$ cat config.mk
export PLATFORM = sky130hd
export DESIGN_NAME = ysyx_22050019_idu_pipe_flat
export DESIGN_NICKNAME = d
export VERILOG_FILES = /design/src/rtl/ysyx_22050019_idu_pipe_if.sv /design/src/rtl/ysyx_22050019_idu_pipe.sv /design/src/flat_wrapper.sv
export SDC_FILE = /design/constraint.sdc
export NUM_CORES = 1
export LEC_CHECK = 0
export BUFFER_PORTS_ARGS = -buffer_cell sky130_fd_sc_hd__buf_4
export CORE_AREA = 5 5 229 231
export CTS_CLUSTER_DIAMETER = 200
export DETAILED_ROUTE_END_ITERATION = 8
export DIE_AREA = 0 0 234 236
export HOLD_SLACK_MARGIN = 0.15
export SYNTH_ARGS = -nofsm -noshare
export SYNTH_HDL_FRONTEND = slang
export SYNTH_SLANG_ARGS = --single-unit
$ cat constraint.sdc
create_clock -name clk -period 3.5 [get_ports clk]
set_input_delay 0.175 -clock clk [delete_from_list [all_inputs] [get_ports clk]]
set_output_delay 0.175 -clock clk [all_outputs]
set_load 0.005 [all_outputs]
$ cat src/rtl/ysyx_22050019_idu_pipe_if.sv
// Decode-stage bus: IFU request, regfile read ports, hazard taps, flush and
// the registered decode bundle toward EXU.
// master = surrounding pipeline (IFU/regfile/EXU side), slave = decode stage.
interface ysyx_22050019_idu_pipe_if #(
    parameter int XLEN      = 64,
    parameter int HAZ_PORTS = 2
);
    logic                   in_valid;
    logic                   in_ready;
    logic [XLEN-1:0]        in_pc;
    logic [31:0]            in_inst;
    logic [4:0]             raddr1;
    logic [4:0]             raddr2;
    logic [XLEN-1:0]        rdata1;
    logic [XLEN-1:0]        rdata2;
    logic [HAZ_PORTS-1:0]   haz_valid;
    logic [5*HAZ_PORTS-1:0] haz_rd;
    logic                   flush;
    logic                   out_valid;
    logic                   out_ready;
    logic [XLEN-1:0]        out_pc;
    logic [XLEN-1:0]        out_op1;
    logic [XLEN-1:0]        out_op2;
    logic [XLEN-1:0]        out_imm;
    logic [XLEN-1:0]        out_sdata;
    logic [3:0]             out_alu_op;
    logic                   out_word;
    logic [4:0]             out_rd;
    logic                   out_rd_we;
    logic                   out_mem_re;
    logic                   out_mem_we;
    logic [1:0]             out_mem_size;
    logic                   out_mem_unsigned;
    logic [2:0]             out_br_type;
    logic                   out_jal;
    logic                   out_jalr;
    logic                   out_ebreak;
    logic                   out_illegal;

    modport master (
        output in_valid, in_pc, in_inst, rdata1, rdata2, haz_valid, haz_rd, flush, out_ready,
        input  in_ready, raddr1, raddr2, out_valid, out_pc, out_op1, out_op2, out_imm,
               out_sdata, out_alu_op, out_word, out_rd, out_rd_we, out_mem_re, out_mem_we,
               out_mem_size, out_mem_unsigned, out_br_type, out_jal, out_jalr, out_ebreak,
               out_illegal
    );

    modport slave (
        input  in_valid, in_pc, in_inst, rdata1, rdata2, haz_valid, haz_rd, flush, out_ready,
        output in_ready, raddr1, raddr2, out_valid, out_pc, out_op1, out_op2, out_imm,
               out_sdata, out_alu_op, out_word, out_rd, out_rd_we, out_mem_re, out_mem_we,
               out_mem_size, out_mem_unsigned, out_br_type, out_jal, out_jalr, out_ebreak,
               out_illegal
    );
endinterface

$ cat src/rtl/ysyx_22050019_idu_pipe.sv
// RV decode stage: one instruction per cycle, RAW-hazard issue blocking,
// flush, single registered output bundle (latency 1).
// Optional macro YSYX_22050019_IDU_PERF_EN adds accept/stall counters.
module ysyx_22050019_idu_pipe #(
    parameter int XLEN      = 64,
    parameter int HAZ_PORTS = 2
) (
    input  logic clk,
    input  logic rst,
    ysyx_22050019_idu_pipe_if.slave bus
`ifdef YSYX_22050019_IDU_PERF_EN
    ,
    output logic [31:0] perf_inst_cnt,
    output logic [31:0] perf_stall_cnt
`endif
);
    localparam logic [6:0] OPC_LUI = 7'b0110111, OPC_AUIPC = 7'b0010111, OPC_JAL = 7'b1101111,
                           OPC_JALR = 7'b1100111, OPC_BR = 7'b1100011, OPC_LD = 7'b0000011,
                           OPC_ST = 7'b0100011, OPC_OPI = 7'b0010011, OPC_OP = 7'b0110011,
                           OPC_OPI32 = 7'b0011011, OPC_OP32 = 7'b0111011, OPC_SYS = 7'b1110011;
    localparam logic [3:0] ALU_ADD = 4'd0, ALU_SUB = 4'd1, ALU_SLL = 4'd2, ALU_SLT = 4'd3,
                           ALU_SLTU = 4'd4, ALU_XOR = 4'd5, ALU_SRL = 4'd6, ALU_SRA = 4'd7,
                           ALU_OR = 4'd8, ALU_AND = 4'd9, ALU_MUL = 4'd10;
    localparam bit RV64 = (XLEN == 64);

    typedef struct packed {
        logic [XLEN-1:0] pc, op1, op2, imm, sdata;
        logic [3:0]      alu_op;
        logic            word;
        logic [4:0]      rd;
        logic            rd_we, mem_re, mem_we;
        logic [1:0]      mem_size;
        logic            mem_unsigned;
        logic [2:0]      br_type;
        logic            jal, jalr, ebreak, illegal;
    } bundle_t;

    logic [31:0]     w_inst;
    logic [6:0]      w_opc, w_f7;
    logic [2:0]      w_f3;
    logic [4:0]      w_rd, w_rs1, w_rs2;
    logic [XLEN-1:0] w_imm_i, w_imm_s, w_imm_b, w_imm_u, w_imm_j, w_shamt, w_shamt_w;
    logic            w_shf_lo, w_shf_ar, w_use1, w_use2, w_hazard, w_accept;
    bundle_t         w_dec, r_bun;
    logic            r_valid;

    assign w_inst = bus.in_inst;
    assign w_opc  = w_inst[6:0];
    assign w_rd   = w_inst[11:7];
    assign w_f3   = w_inst[14:12];
    assign w_rs1  = w_inst[19:15];
    assign w_rs2  = w_inst[24:20];
    assign w_f7   = w_inst[31:25];

    assign w_imm_i   = XLEN'($signed(w_inst[31:20]));
    assign w_imm_s   = XLEN'($signed({w_inst[31:25], w_inst[11:7]}));
    assign w_imm_b   = XLEN'($signed({w_inst[31], w_inst[7], w_inst[30:25], w_inst[11:8], 1'b0}));
    assign w_imm_u   = XLEN'($signed({w_inst[31:12], 12'b0}));
    assign w_imm_j   = XLEN'($signed({w_inst[31], w_inst[19:12], w_inst[20], w_inst[30:21], 1'b0}));
    // RV64 shifts take a 6-bit amount; bit 25 belongs to funct7 on RV32
    assign w_shamt   = RV64 ? XLEN'(w_inst[25:20]) : XLEN'(w_inst[24:20]);
    assign w_shamt_w = XLEN'(w_inst[24:20]);
    assign w_shf_lo  = RV64 ? (w_inst[31:26] == 6'b000000) : (w_f7 == 7'b0000000);
    assign w_shf_ar  = RV64 ? (w_inst[31:26] == 6'b010000) : (w_f7 == 7'b0100000);

    // register-use flags depend on the opcode only, kept apart from rdata to avoid a false loop
    always_comb begin
        w_use1 = !(w_opc == OPC_LUI || w_opc == OPC_AUIPC || w_opc == OPC_JAL);
        w_use2 = (w_opc == OPC_OP || w_opc == OPC_OP32 || w_opc == OPC_BR || w_opc == OPC_ST);
    end

    assign bus.raddr1 = w_use1 ? w_rs1 : 5'd0;
    assign bus.raddr2 = w_use2 ? w_rs2 : 5'd0;

    // RAW check against every downstream writer; x0 is never a dependency
    always_comb begin
        w_hazard = 1'b0;
        for (int i = 0; i < HAZ_PORTS; i++) begin
            if (bus.haz_valid[i] && bus.haz_rd[5*i +: 5] != 5'd0 &&
                ((w_use1 && bus.haz_rd[5*i +: 5] == w_rs1) ||
                 (w_use2 && bus.haz_rd[5*i +: 5] == w_rs2)))
                w_hazard = 1'b1;
        end
    end

    assign bus.in_ready = (!r_valid || bus.out_ready) && !w_hazard && !bus.flush;
    assign w_accept     = bus.in_valid && bus.in_ready;

    // instruction decode into the next output bundle
    always_comb begin
        w_dec       = '0;
        w_dec.pc    = bus.in_pc;
        w_dec.sdata = bus.rdata2;
        w_dec.rd    = w_rd;
        case (w_opc)
            OPC_LUI:   begin w_dec.op2 = w_imm_u; w_dec.imm = w_imm_u; w_dec.rd_we = 1'b1; end
            OPC_AUIPC: begin
                w_dec.op1 = bus.in_pc; w_dec.op2 = w_imm_u; w_dec.imm = w_imm_u; w_dec.rd_we = 1'b1;
            end
            OPC_JAL: begin
                w_dec.op1 = bus.in_pc; w_dec.op2 = XLEN'(4); w_dec.imm = w_imm_j;
                w_dec.jal = 1'b1; w_dec.rd_we = 1'b1;
            end
            OPC_JALR: begin
                w_dec.op1 = bus.in_pc; w_dec.op2 = XLEN'(4); w_dec.imm = w_imm_i;
                w_dec.jalr = 1'b1; w_dec.rd_we = 1'b1; w_dec.illegal = (w_f3 != 3'd0);
            end
            OPC_BR: begin
                w_dec.op1 = bus.rdata1; w_dec.op2 = bus.rdata2; w_dec.imm = w_imm_b; w_dec.alu_op = ALU_SUB;
                case (w_f3)
                    3'd0: w_dec.br_type = 3'd1;
                    3'd1: w_dec.br_type = 3'd2;
                    3'd4: w_dec.br_type = 3'd3;
                    3'd5: w_dec.br_type = 3'd4;
                    3'd6: w_dec.br_type = 3'd5;
                    3'd7: w_dec.br_type = 3'd6;
                    default: w_dec.illegal = 1'b1;
                endcase
            end
            OPC_LD: begin
                w_dec.op1 = bus.rdata1; w_dec.op2 = w_imm_i; w_dec.imm = w_imm_i;
                w_dec.mem_re = 1'b1; w_dec.rd_we = 1'b1;
                w_dec.mem_size = w_f3[1:0]; w_dec.mem_unsigned = w_f3[2];
                w_dec.illegal = (w_f3 == 3'd7) || (!RV64 && (w_f3 == 3'd3 || w_f3 == 3'd6));
            end
            OPC_ST: begin
                w_dec.op1 = bus.rdata1; w_dec.op2 = w_imm_s; w_dec.imm = w_imm_s;
                w_dec.mem_we = 1'b1; w_dec.mem_size = w_f3[1:0];
                w_dec.illegal = w_f3[2] || (!RV64 && w_f3 == 3'd3);
            end
            OPC_OPI: begin
                w_dec.op1 = bus.rdata1; w_dec.op2 = w_imm_i; w_dec.imm = w_imm_i; w_dec.rd_we = 1'b1;
                case (w_f3)
                    3'd0: w_dec.alu_op = ALU_ADD;
                    3'd2: w_dec.alu_op = ALU_SLT;
                    3'd3: w_dec.alu_op = ALU_SLTU;
                    3'd4: w_dec.alu_op = ALU_XOR;
                    3'd6: w_dec.alu_op = ALU_OR;
                    3'd7: w_dec.alu_op = ALU_AND;
                    3'd1: begin
                        w_dec.alu_op = ALU_SLL; w_dec.op2 = w_shamt; w_dec.imm = w_shamt;
                        w_dec.illegal = !w_shf_lo;
                    end
                    default: begin
                        w_dec.alu_op = w_shf_ar ? ALU_SRA : ALU_SRL;
                        w_dec.op2 = w_shamt; w_dec.imm = w_shamt;
                        w_dec.illegal = !(w_shf_lo || w_shf_ar);
                    end
                endcase
            end
            OPC_OP: begin
                w_dec.op1 = bus.rdata1; w_dec.op2 = bus.rdata2; w_dec.rd_we = 1'b1;
                case (w_f7)
                    7'b0000000: w_dec.alu_op = (w_f3 == 3'd0) ? ALU_ADD  : (w_f3 == 3'd1) ? ALU_SLL :
                                               (w_f3 == 3'd2) ? ALU_SLT  : (w_f3 == 3'd3) ? ALU_SLTU :
                                               (w_f3 == 3'd4) ? ALU_XOR  : (w_f3 == 3'd5) ? ALU_SRL :
                                               (w_f3 == 3'd6) ? ALU_OR   : ALU_AND;
                    7'b0100000: begin
                        w_dec.alu_op = (w_f3 == 3'd0) ? ALU_SUB : ALU_SRA;
                        w_dec.illegal = !(w_f3 == 3'd0 || w_f3 == 3'd5);
                    end
                    // MULH/MULHSU/MULHU have no ALU code, so only f3=0 and 4..7 decode
                    7'b0000001: begin
                        w_dec.alu_op = (w_f3 == 3'd0) ? ALU_MUL : {2'b11, w_f3[1:0]};
                        w_dec.illegal = !(w_f3 == 3'd0 || w_f3[2]);
                    end
                    default: w_dec.illegal = 1'b1;
                endcase
            end
            OPC_OPI32: begin
                if (!RV64) w_dec.illegal = 1'b1;
                else begin
                    w_dec.op1 = bus.rdata1; w_dec.op2 = w_imm_i; w_dec.imm = w_imm_i;
                    w_dec.rd_we = 1'b1; w_dec.word = 1'b1;
                    case (w_f3)
                        3'd0: w_dec.alu_op = ALU_ADD;
                        3'd1: begin
                            w_dec.alu_op = ALU_SLL; w_dec.op2 = w_shamt_w; w_dec.imm = w_shamt_w;
                            w_dec.illegal = (w_f7 != 7'b0000000);
                        end
                        3'd5: begin
                            w_dec.alu_op = w_inst[30] ? ALU_SRA : ALU_SRL;
                            w_dec.op2 = w_shamt_w; w_dec.imm = w_shamt_w;
                            w_dec.illegal = !(w_f7 == 7'b0000000 || w_f7 == 7'b0100000);
                        end
                        default: w_dec.illegal = 1'b1;
                    endcase
                end
            end
            OPC_OP32: begin
                if (!RV64) w_dec.illegal = 1'b1;
                else begin
                    w_dec.op1 = bus.rdata1; w_dec.op2 = bus.rdata2; w_dec.rd_we = 1'b1; w_dec.word = 1'b1;
                    case (w_f7)
                        7'b0000000: begin
                            w_dec.alu_op = (w_f3 == 3'd0) ? ALU_ADD : (w_f3 == 3'd1) ? ALU_SLL : ALU_SRL;
                            w_dec.illegal = !(w_f3 == 3'd0 || w_f3 == 3'd1 || w_f3 == 3'd5);
                        end
                        7'b0100000: begin
                            w_dec.alu_op = (w_f3 == 3'd0) ? ALU_SUB : ALU_SRA;
                            w_dec.illegal = !(w_f3 == 3'd0 || w_f3 == 3'd5);
                        end
                        7'b0000001: begin
                            w_dec.alu_op = (w_f3 == 3'd0) ? ALU_MUL : {2'b11, w_f3[1:0]};
                            w_dec.illegal = !(w_f3 == 3'd0 || w_f3[2]);
                        end
                        default: w_dec.illegal = 1'b1;
                    endcase
                end
            end
            OPC_SYS: begin
                w_dec.ebreak  = (w_inst == 32'h0010_0073);
                w_dec.illegal = (w_inst != 32'h0010_0073);
            end
            default: w_dec.illegal = 1'b1;
        endcase
        // illegal bundles still flow to EXU but must cause no side effects
        if (w_dec.illegal) begin
            w_dec.rd_we = 1'b0; w_dec.mem_re = 1'b0; w_dec.mem_we = 1'b0;
            w_dec.br_type = 3'd0; w_dec.jal = 1'b0; w_dec.jalr = 1'b0;
        end
        if (w_rd == 5'd0) w_dec.rd_we = 1'b0;
    end

    // output stage: flush beats accept beats drain; otherwise hold bit-stable
    always_ff @(posedge clk) begin
        if (rst) begin
            r_valid <= 1'b0;
            r_bun   <= '0;
        end else if (bus.flush) begin
            r_valid <= 1'b0;
        end else if (w_accept) begin
            r_valid <= 1'b1;
            r_bun   <= w_dec;
        end else if (bus.out_ready) begin
            r_valid <= 1'b0;
        end
    end

    assign bus.out_valid        = r_valid;
    assign bus.out_pc           = r_bun.pc;
    assign bus.out_op1          = r_bun.op1;
    assign bus.out_op2          = r_bun.op2;
    assign bus.out_imm          = r_bun.imm;
    assign bus.out_sdata        = r_bun.sdata;
    assign bus.out_alu_op       = r_bun.alu_op;
    assign bus.out_word         = r_bun.word;
    assign bus.out_rd           = r_bun.rd;
    assign bus.out_rd_we        = r_bun.rd_we;
    assign bus.out_mem_re       = r_bun.mem_re;
    assign bus.out_mem_we       = r_bun.mem_we;
    assign bus.out_mem_size     = r_bun.mem_size;
    assign bus.out_mem_unsigned = r_bun.mem_unsigned;
    assign bus.out_br_type      = r_bun.br_type;
    assign bus.out_jal          = r_bun.jal;
    assign bus.out_jalr         = r_bun.jalr;
    assign bus.out_ebreak       = r_bun.ebreak;
    assign bus.out_illegal      = r_bun.illegal;

`ifdef YSYX_22050019_IDU_PERF_EN
    // saturating accept / hazard-stall counters
    always_ff @(posedge clk) begin
        if (rst) begin
            perf_inst_cnt  <= '0;
            perf_stall_cnt <= '0;
        end else begin
            if (w_accept && perf_inst_cnt != 32'hFFFF_FFFF)
                perf_inst_cnt <= perf_inst_cnt + 32'd1;
            if (bus.in_valid && w_hazard && !bus.flush && perf_stall_cnt != 32'hFFFF_FFFF)
                perf_stall_cnt <= perf_stall_cnt + 32'd1;
        end
    end
`endif
endmodule

$ cat src/flat_wrapper.sv
// flat-port wrapper written by rule: the top's interface ports become plain ports
module ysyx_22050019_idu_pipe_flat 
#(
    parameter int XLEN      = 64,
    parameter int HAZ_PORTS = 2
)
  (clk, rst, bus_in_valid, bus_in_pc, bus_in_inst, bus_rdata1, bus_rdata2, bus_haz_valid, bus_haz_rd, bus_flush, bus_out_ready, bus_in_ready, bus_raddr1, bus_raddr2, bus_out_valid, bus_out_pc, bus_out_op1, bus_out_op2, bus_out_imm, bus_out_sdata, bus_out_alu_op, bus_out_word, bus_out_rd, bus_out_rd_we, bus_out_mem_re, bus_out_mem_we, bus_out_mem_size, bus_out_mem_unsigned, bus_out_br_type, bus_out_jal, bus_out_jalr, bus_out_ebreak, bus_out_illegal);
  ysyx_22050019_idu_pipe_if #(.XLEN(XLEN), .HAZ_PORTS(HAZ_PORTS)) bus_i ();
  input  logic clk;
  input  logic rst;
  input wire logic [$bits(bus_i.in_valid)-1:0] bus_in_valid;
  input wire logic [$bits(bus_i.in_pc)-1:0] bus_in_pc;
  input wire logic [$bits(bus_i.in_inst)-1:0] bus_in_inst;
  input wire logic [$bits(bus_i.rdata1)-1:0] bus_rdata1;
  input wire logic [$bits(bus_i.rdata2)-1:0] bus_rdata2;
  input wire logic [$bits(bus_i.haz_valid)-1:0] bus_haz_valid;
  input wire logic [$bits(bus_i.haz_rd)-1:0] bus_haz_rd;
  input wire logic [$bits(bus_i.flush)-1:0] bus_flush;
  input wire logic [$bits(bus_i.out_ready)-1:0] bus_out_ready;
  output wire logic [$bits(bus_i.in_ready)-1:0] bus_in_ready;
  output wire logic [$bits(bus_i.raddr1)-1:0] bus_raddr1;
  output wire logic [$bits(bus_i.raddr2)-1:0] bus_raddr2;
  output wire logic [$bits(bus_i.out_valid)-1:0] bus_out_valid;
  output wire logic [$bits(bus_i.out_pc)-1:0] bus_out_pc;
  output wire logic [$bits(bus_i.out_op1)-1:0] bus_out_op1;
  output wire logic [$bits(bus_i.out_op2)-1:0] bus_out_op2;
  output wire logic [$bits(bus_i.out_imm)-1:0] bus_out_imm;
  output wire logic [$bits(bus_i.out_sdata)-1:0] bus_out_sdata;
  output wire logic [$bits(bus_i.out_alu_op)-1:0] bus_out_alu_op;
  output wire logic [$bits(bus_i.out_word)-1:0] bus_out_word;
  output wire logic [$bits(bus_i.out_rd)-1:0] bus_out_rd;
  output wire logic [$bits(bus_i.out_rd_we)-1:0] bus_out_rd_we;
  output wire logic [$bits(bus_i.out_mem_re)-1:0] bus_out_mem_re;
  output wire logic [$bits(bus_i.out_mem_we)-1:0] bus_out_mem_we;
  output wire logic [$bits(bus_i.out_mem_size)-1:0] bus_out_mem_size;
  output wire logic [$bits(bus_i.out_mem_unsigned)-1:0] bus_out_mem_unsigned;
  output wire logic [$bits(bus_i.out_br_type)-1:0] bus_out_br_type;
  output wire logic [$bits(bus_i.out_jal)-1:0] bus_out_jal;
  output wire logic [$bits(bus_i.out_jalr)-1:0] bus_out_jalr;
  output wire logic [$bits(bus_i.out_ebreak)-1:0] bus_out_ebreak;
  output wire logic [$bits(bus_i.out_illegal)-1:0] bus_out_illegal;
  assign bus_i.in_valid = bus_in_valid;
  assign bus_i.in_pc = bus_in_pc;
  assign bus_i.in_inst = bus_in_inst;
  assign bus_i.rdata1 = bus_rdata1;
  assign bus_i.rdata2 = bus_rdata2;
  assign bus_i.haz_valid = bus_haz_valid;
  assign bus_i.haz_rd = bus_haz_rd;
  assign bus_i.flush = bus_flush;
  assign bus_i.out_ready = bus_out_ready;
  assign bus_in_ready = bus_i.in_ready;
  assign bus_raddr1 = bus_i.raddr1;
  assign bus_raddr2 = bus_i.raddr2;
  assign bus_out_valid = bus_i.out_valid;
  assign bus_out_pc = bus_i.out_pc;
  assign bus_out_op1 = bus_i.out_op1;
  assign bus_out_op2 = bus_i.out_op2;
  assign bus_out_imm = bus_i.out_imm;
  assign bus_out_sdata = bus_i.out_sdata;
  assign bus_out_alu_op = bus_i.out_alu_op;
  assign bus_out_word = bus_i.out_word;
  assign bus_out_rd = bus_i.out_rd;
  assign bus_out_rd_we = bus_i.out_rd_we;
  assign bus_out_mem_re = bus_i.out_mem_re;
  assign bus_out_mem_we = bus_i.out_mem_we;
  assign bus_out_mem_size = bus_i.out_mem_size;
  assign bus_out_mem_unsigned = bus_i.out_mem_unsigned;
  assign bus_out_br_type = bus_i.out_br_type;
  assign bus_out_jal = bus_i.out_jal;
  assign bus_out_jalr = bus_i.out_jalr;
  assign bus_out_ebreak = bus_i.out_ebreak;
  assign bus_out_illegal = bus_i.out_illegal;
  ysyx_22050019_idu_pipe #(.XLEN(XLEN), .HAZ_PORTS(HAZ_PORTS)) u_core (.clk(clk), .rst(rst), .bus(bus_i));
endmodule
==> qor.txt, run 1 <==
Die area: 55220 um^2
FF-to-FF End: u_core.bus.out_op1[41]$_SDFFE_PP0P_
Path type of the worst setup path: in2reg
Netlist cell types: 66
DP Area: 20150 um^2
Drt wl/cell: 22.22 um
Drc violations: 1
CP startpoint kind: input pin
Combinational Power Share: 18.9%
CP endpoint kind: flop
Yosys reg bits: 312
TritonRoute pass-1 iters: 9
Critical Path RT: 4.00 ns
Post-Syn Nets: 1921
Worst vdd ir: 0.3162 mV
Synth top area share: 40.46%
Hold Vio Cnt, Final: 0
Placeable Area: 49860 um^2
Rel. slew slack: 17.01%
Syn. warnings: 0
Period utilization: 98.15%
Nets: 2641
First-pass GRT wire length: 103700 um
DIE HEIGHT: 236 um
WP data arrival: 3.93 ns
Cells after synthesis: 1680
Fmax: 291.1 MHz
Clock Sinks: 312
Vias: 16920
Setup Viol. Count Final: 0
Top cells by area, synth: dfxtp_1, a211oi_2, a21oi_1, a21oi_2, nand3_1
Gpl congestion: 0.9240
Outcome: complete, but fails checks
Fin area: 24080 um^2
Power Density: 410.0 nW/um^2
Final WL: 68900 um
# fillers: 4592
CTS tree: yes
RSZ-0062 raised after global routing: no
Cts bufs inserted: 39
Slew @ Worst Pin: 1.245 ns
Die Width: 234 um
Total GRT Usage: 23.49%
Failing checks: DRC
Worst R2R Start: u_core.bus.out_valid$_SDFFE_PP0P_
Hold Crit Start: bus_in_inst[4]
R2R Setup Slk: 0.93 ns
Area Overhead vs Synth: 56.02%
Clock root buffer: clkbuf_16
Post-route minimum period: 3.435 ns
Worst-case clock buffer depth: 3
Final Max Slew Viols: 0
Worst skew pair latency: 0.55 ns
Async SR Flop Fraction: 0%
Worst hold endpoint: u_core.bus.out_mem_re$_SDFFE_PP0P_
Int Pwr: 7.204 mW
Post-DP HPWL: 46500 um
Reg power frac: 39.2%
Largest net degree at the start of global routing: 185
H-tree levels: 2
Initial Util: 30.96%
Initial DRC Count: 1299
Reg2Reg Depth: 7
Syn Std Cell Area: 15440 um^2
Clk pwr share: 41.9%
HP Class: in2reg
Routed Antenna Nets: 0
Dominant synthesized flop cell: dfxtp_1
Hold Path Depth: 5
GRT Residual Overflow: 0
Worst clock skew: 0.02665 ns
PortBufs: 595
Post-DR vias/cell: 5.457
Register area share after synthesis: 40.46%
Top-count cell post-synth: dfxtp_1
Most instantiated cells after synthesis: dfxtp_1, a21oi_1, nand3_1, o21ai_1, a211oi_2
Initial antenna violation count: 5
Layout cells sized above 1: 40.85%
Post-synth EDFFs: 0
Max-cap violations: 0
FP Rows: 82
CP max FO: 66
Yosys top cell by area: dfxtp_1
Worst-path clk slew: 0.06 ns
Switching part of the total: 27.03%
Setup TNS: 0 ns
Net load switching power: 2.669 mW
Syn_area_per_cell: 9.188 um^2
Leakage: 9.327 nW
# IOs: 596
Vias in the first global route: 17300
routing by layer:
layer	wire, um	GRT usage (%)	up-vias
li1	-	-	7715
met3	6055	6.855	208
met2	32560	38.72	801
met4	3764	11.66	2
met1	26510	27.78	8195
met5	16	0	-
power groups by stage:
stage / logic, mW / clock network [mW] / registers [mW]
floorplan: 0.796 / 0 / 3.94
global placement: 1.59 / 0 / 3.94
detailed placement: 1.61 / 0 / 3.94
CTS: 1.85 / 4.26 / 3.87
global route: 1.99 / 4.41 / 3.89
finish: 1.86 / 4.14 / 3.87
placed cells by master, fill, tap and decap left out, drive strengths merged, types with 4 or more instances in the layout:
cell         instances
a221oi              21
nand2               42
nand3              145
a311oi              12
and2                10
mux2                 8
nor4b                5
nor3                19
a21o                 8
dlygate4sd3        257
nor2                18
a21oi              339
o211ai               6
or4                  8
nand3b               4
a222oi               4
o21ai              165
o31ai                4
o22ai                7
nand2b               9
bufinv               4
nand4               16
nor4                 5
xor2                 8
a22oi               75
clkbuf              50
a211oi             141
buf                654
nor2b               10
clkinv              12
inv                  7
dfxtp              312
xnor2               15
registers in the layout, indices dropped and copies added (netlist names), 2 cells and up:
signal,flops
u_core.bus.out_op1,64
u_core.bus.out_br_type,3
u_core.bus.out_mem_size,2
u_core.bus.out_pc,64
u_core.bus.out_alu_op,4
u_core.bus.out_op2,64
u_core.bus.out_rd,5
u_core.bus.out_sdata,64
u_core.bus.out_imm,32
area by class of cell:
cell class	instances	area, um^2	share of cell area, %
Sequential cell	312	6246	25.94
Timing Repair Buffer	911	7781	32.31
Tap cell	672	840.8	3.491
Multi-Input combinational cell	1130	7878	32.71
Inverter	6	22.52	0.09352
Clock buffer	50	1089	4.520
Clock inverter	17	219.0	0.9092
Antenna cell	3	7.507	0.03117
through the flow:
step	power, mW	std cells	setup slack, ns	hold WS (ns)	utilization, %
detailed placement	5.553	2768	0.5655	0.3617	40.40
global route	10.28	3101	0.03600	0.2267	48.30
global placement	5.523	2768	0.6039	0.3634	40.40
finish	9.873	3101	0.06473	0.2276	48.30
CTS	9.975	3092	0.07466	0.1654	48.19
floorplan	4.740	1680	1.031	0.2535	-
worst max-delay path by stage:
| stage | depth (start not counted) | slack, ns | endpoint | from |
|---|---|---|---|---|
| floorplan | 9 | 1.03 | u_core.bus.out_imm[14]$_SDFFE_PP0P_ | bus_in_inst[3] |
| global placement | 8 | 0.60 | u_core.bus.out_imm[28]$_SDFFE_PP0P_ | bus_in_inst[6] |
| detailed placement | 8 | 0.57 | u_core.bus.out_pc[20]$_SDFFE_PP0P_ | bus_in_inst[2] |
| CTS | 11 | 0.07 | u_core.bus.out_op1[49]$_SDFFE_PP0P_ | bus_in_inst[2] |
| global route | 10 | 0.04 | u_core.bus.out_op1[57]$_SDFFE_PP0P_ | bus_in_inst[2] |
| finish | 10 | 0.06 | u_core.bus.out_op1[41]$_SDFFE_PP0P_ | bus_in_inst[2] |
timing repair:
action	4_1_cts	5_1_grt
endpoints found under the setup margin	0	24
hold buffers	257	0
buffers inserted	0	6
resized for setup	0	1
hold endpoints to repair	302	0
logic make-up (layout without fill, tap and decap cells):
kind of cell | count (synthesis) | in the layout | synth area share, %
flip-flops | 312 | 312 | 40.46
multiplexers | 8 | 8 | 0.5836
buffers and inverters | 238 | 984 | 8.770
other | 0 | 3 | 0
AND/OR/NAND/NOR | 304 | 304 | 10.63
AO/OA/AOI/OAI | 795 | 795 | 38.24
XOR/XNOR | 23 | 23 | 1.305
worst max-delay path, cell delays in order:
cell           delay (ns)
dlygate4sd3_1        0.55
buf_4                0.18
nand3b_2             0.31
or4b_1               0.57
or4_4                0.61
o311ai_4             0.19
nor2_4               0.15
buf_12               0.25
a211oi_2             0.27
dlygate4sd3_1        0.58
Power figures use the tool's default switching activity.
==> inputs of run 2 (changes only) <==
--- a/config.mk
+++ b/config.mk
@@ -11,6 +11,7 @@
 export DETAILED_ROUTE_END_ITERATION = 8
 export DIE_AREA = 0 0 234 236
 export HOLD_SLACK_MARGIN = 0.15
+export REMOVE_ABC_BUFFERS = 1
 export SYNTH_ARGS = -nofsm -noshare
 export SYNTH_HDL_FRONTEND = slang
 export SYNTH_SLANG_ARGS = --single-unit
==> run 2 against run 1 <==
The flow now finishes without violations. Sequential share of layout area is 0.30 points higher. Register-to-register slack improved by 0.05 ns. Count of clock-buffer cells in the layout rose by 4. Clock power decreased by 8.9%. Power decreased by 3.8%. Non-clock buffer count decreased by 17. Die area did not move. Maximum frequency increased by 0.21%. Utilization shrank 0.55 points. Via count down 1.0%. Flip-flop and latch count did not move. Final area shrank 1.1%. Critical path type unchanged.
==> qor.txt, run 2 (synthesized netlist as in run 1, its figures left out) <==
Outcome: finished clean
Pre-CTS setup slack: 0.5709 ns (+0.005376 ns)
Power Density: 398.9 nW/um^2 (-2.7%)
Total power: 9.496 mW (-3.8%)
Final setup margin: 0.07201 ns (+0.007284 ns)
Worst-path clk slew: 0.06 ns (about the same)
GRT Residual Overflow: 0 (unchanged)
Period utilization: 97.94% (-0.21 points)
Worst vdd ir: 0.3412 mV (+7.9%)
Drt wl/cell: 22.15 um (-0.33%)
FP Rows: 82 (unchanged)
Post-DR vias/cell: 5.438 (-0.33%)
H-tree levels: 2 (unchanged)
CP endpoint kind: flop
CP max FO: 72 (+9.1%)
Nets: 2623 (-0.68%)
Dpl cells: 2776 (+0.29%)
Die area: 55220 um^2 (unchanged)
Cts bufs inserted: 38 (-2.6%)
Worst clock skew: 0.01083 ns (-0.01582 ns)
DIE HEIGHT: 236 um (unchanged)
Path type of the worst setup path: in2reg
Rel. slew slack: 21.41% (+4.4 points)
Postcts setup bufs: 0 (unchanged)
First-pass GRT wire length: 102500 um (-1.1%)
Largest net degree at the start of global routing: 150 (-19%)
RSZ-0062 raised after global routing: no
Area Overhead vs Synth: 54.24%
Clock Sinks: 312 (unchanged)
Commonest non-fill, non-tap cells in the layout: buf_4, dfxtp_1, dlygate4sd3_1
Initial DRC Count: 1205 (-7.2%)
WP data arrival: 3.91 ns (-0.02 ns)
HP Class: in2reg
PortBufs: 595 (unchanged)
Gpl congestion: 0.9019 (-2.4%)
Crit path max-delay cell type: or4_4
Die Width: 234 um (unchanged)
Clock root buffer: clkbuf_16
Initial Util: 30.96% (unchanged)
Vias: 16750 (-1.0%)
Post-route minimum period: 3.428 ns (-0.007284 ns)
Cell mode on critical path: dlygate4sd3_1
Final Max Slew Viols: 0 (unchanged)
Fmax: 291.7 MHz (+0.21%)
Most common cell after layout, fill and taps aside: buf_4
CP max stage delay: 0.61 ns (about the same)
Non-Filler Instances: 3079 (-0.71%)
Worst skew pair latency: 0.55 ns (about the same)
Final WL: 68190 um (-1.0%)
TritonRoute pass-1 iters: 5 (-4)
# IOs: 596 (unchanged)
Slew @ Worst Pin: 1.177 ns (-0.06761 ns)
Setup TNS: 0 ns (unchanged)
Drc violations: 0 (-1)
Worst-case clock buffer depth: 3 (unchanged)
Critical Path RT: 3.98 ns (-0.02 ns)
Leakage: 9.174 nW (-1.6%)
Setup Viol. Count Final: 0 (unchanged)
CP Cell Sequence: dlygate4sd3_1 -> buf_4 -> nor2b_4 -> or4b_1 -> or4_4 -> o311ai_4 -> buf_12 -> o21ai_1 -> a21oi_1 -> dlygate4sd3_1
Post-layout util: 47.75% (-0.55 points)
Max-cap violations: 0 (unchanged)
Hold Vio Cnt, Final: 0 (unchanged)
Vias in the first global route: 16900 (-2.3%)
Placeable Area: 49860 um^2 (unchanged)
Initial antenna violation count: 4 (-1)
Layout cells sized above 1: 40.99% (+0.14 points)
CP startpoint kind: input pin
CTS tree: yes
Post-DP HPWL: 46060 um (-0.95%)
Routed Antenna Nets: 0 (unchanged)
Total GRT Usage: 23.09% (-0.40 points)
run 2: power breakdown:
part | switching, mW | internal (mW)
registers | 0.132 | 3.74
logic | 0.902 | 0.952
clock network | 1.57 | 2.19
run 2: per-layer routing:
metal	vias to the layer above	track usage, %	wire (um)
met2	812	39.35	33470
met3	164	5.749	5308
met5	-	0	0
li1	7675	-	-
met4	0	9.557	2943
met1	8094	27.63	26470
run 2: layout make-up:
type                    count  area (um^2)
diodes                      4        10.01
clock buffers              54         1112
clock inverters             7        42.54
fillers                  4667        26060
inverters                   6        22.52
multi-input cells        1130         7878
flip-flops and latches    312         6246
well taps                 672        840.8
repair buffers            894         7656
run 2: final timing paths:
path	from	endpoint	slack [ns]	depth (start not counted)
worst min-delay path	bus_in_inst[5]	u_core.bus.out_mem_re$_SDFFE_PP0P_	0.20	4
worst min register to register	u_core.bus.out_imm[6]$_SDFFE_PP0P_	u_core.bus.out_imm[6]$_SDFFE_PP0P_	0.45	2
worst max register to register	u_core.bus.out_valid$_SDFFE_PP0P_	u_core.bus.out_pc[15]$_SDFFE_PP0P_	0.98	8
worst max-delay path	bus_in_inst[3]	u_core.bus.out_pc[15]$_SDFFE_PP0P_	0.07	10
run 2: critical path, delay by kind of cell:
kind                   cells  cell delay, ns
AO/OA/AOI/OAI              3            0.51
buffers and inverters      4            1.74
AND/OR/NAND/NOR            3            1.36
run 2: per-stage QoR:
stage          hold WS, ns  cell area [um^2]
4_1_cts             0.1612             23790
2_1_floorplan       0.2396             14100
6_report            0.1995             23810
5_1_grt             0.1817             23810
3_5_place_dp        0.3793             20260
3_3_place_gp        0.3703             20260
run 2: repair_timing:
action                                  4_1_cts  5_1_grt
hold buffers                                238        0
endpoints found under the setup margin        0        4
hold endpoints to repair                    298        0
gates resized for setup                       0        1
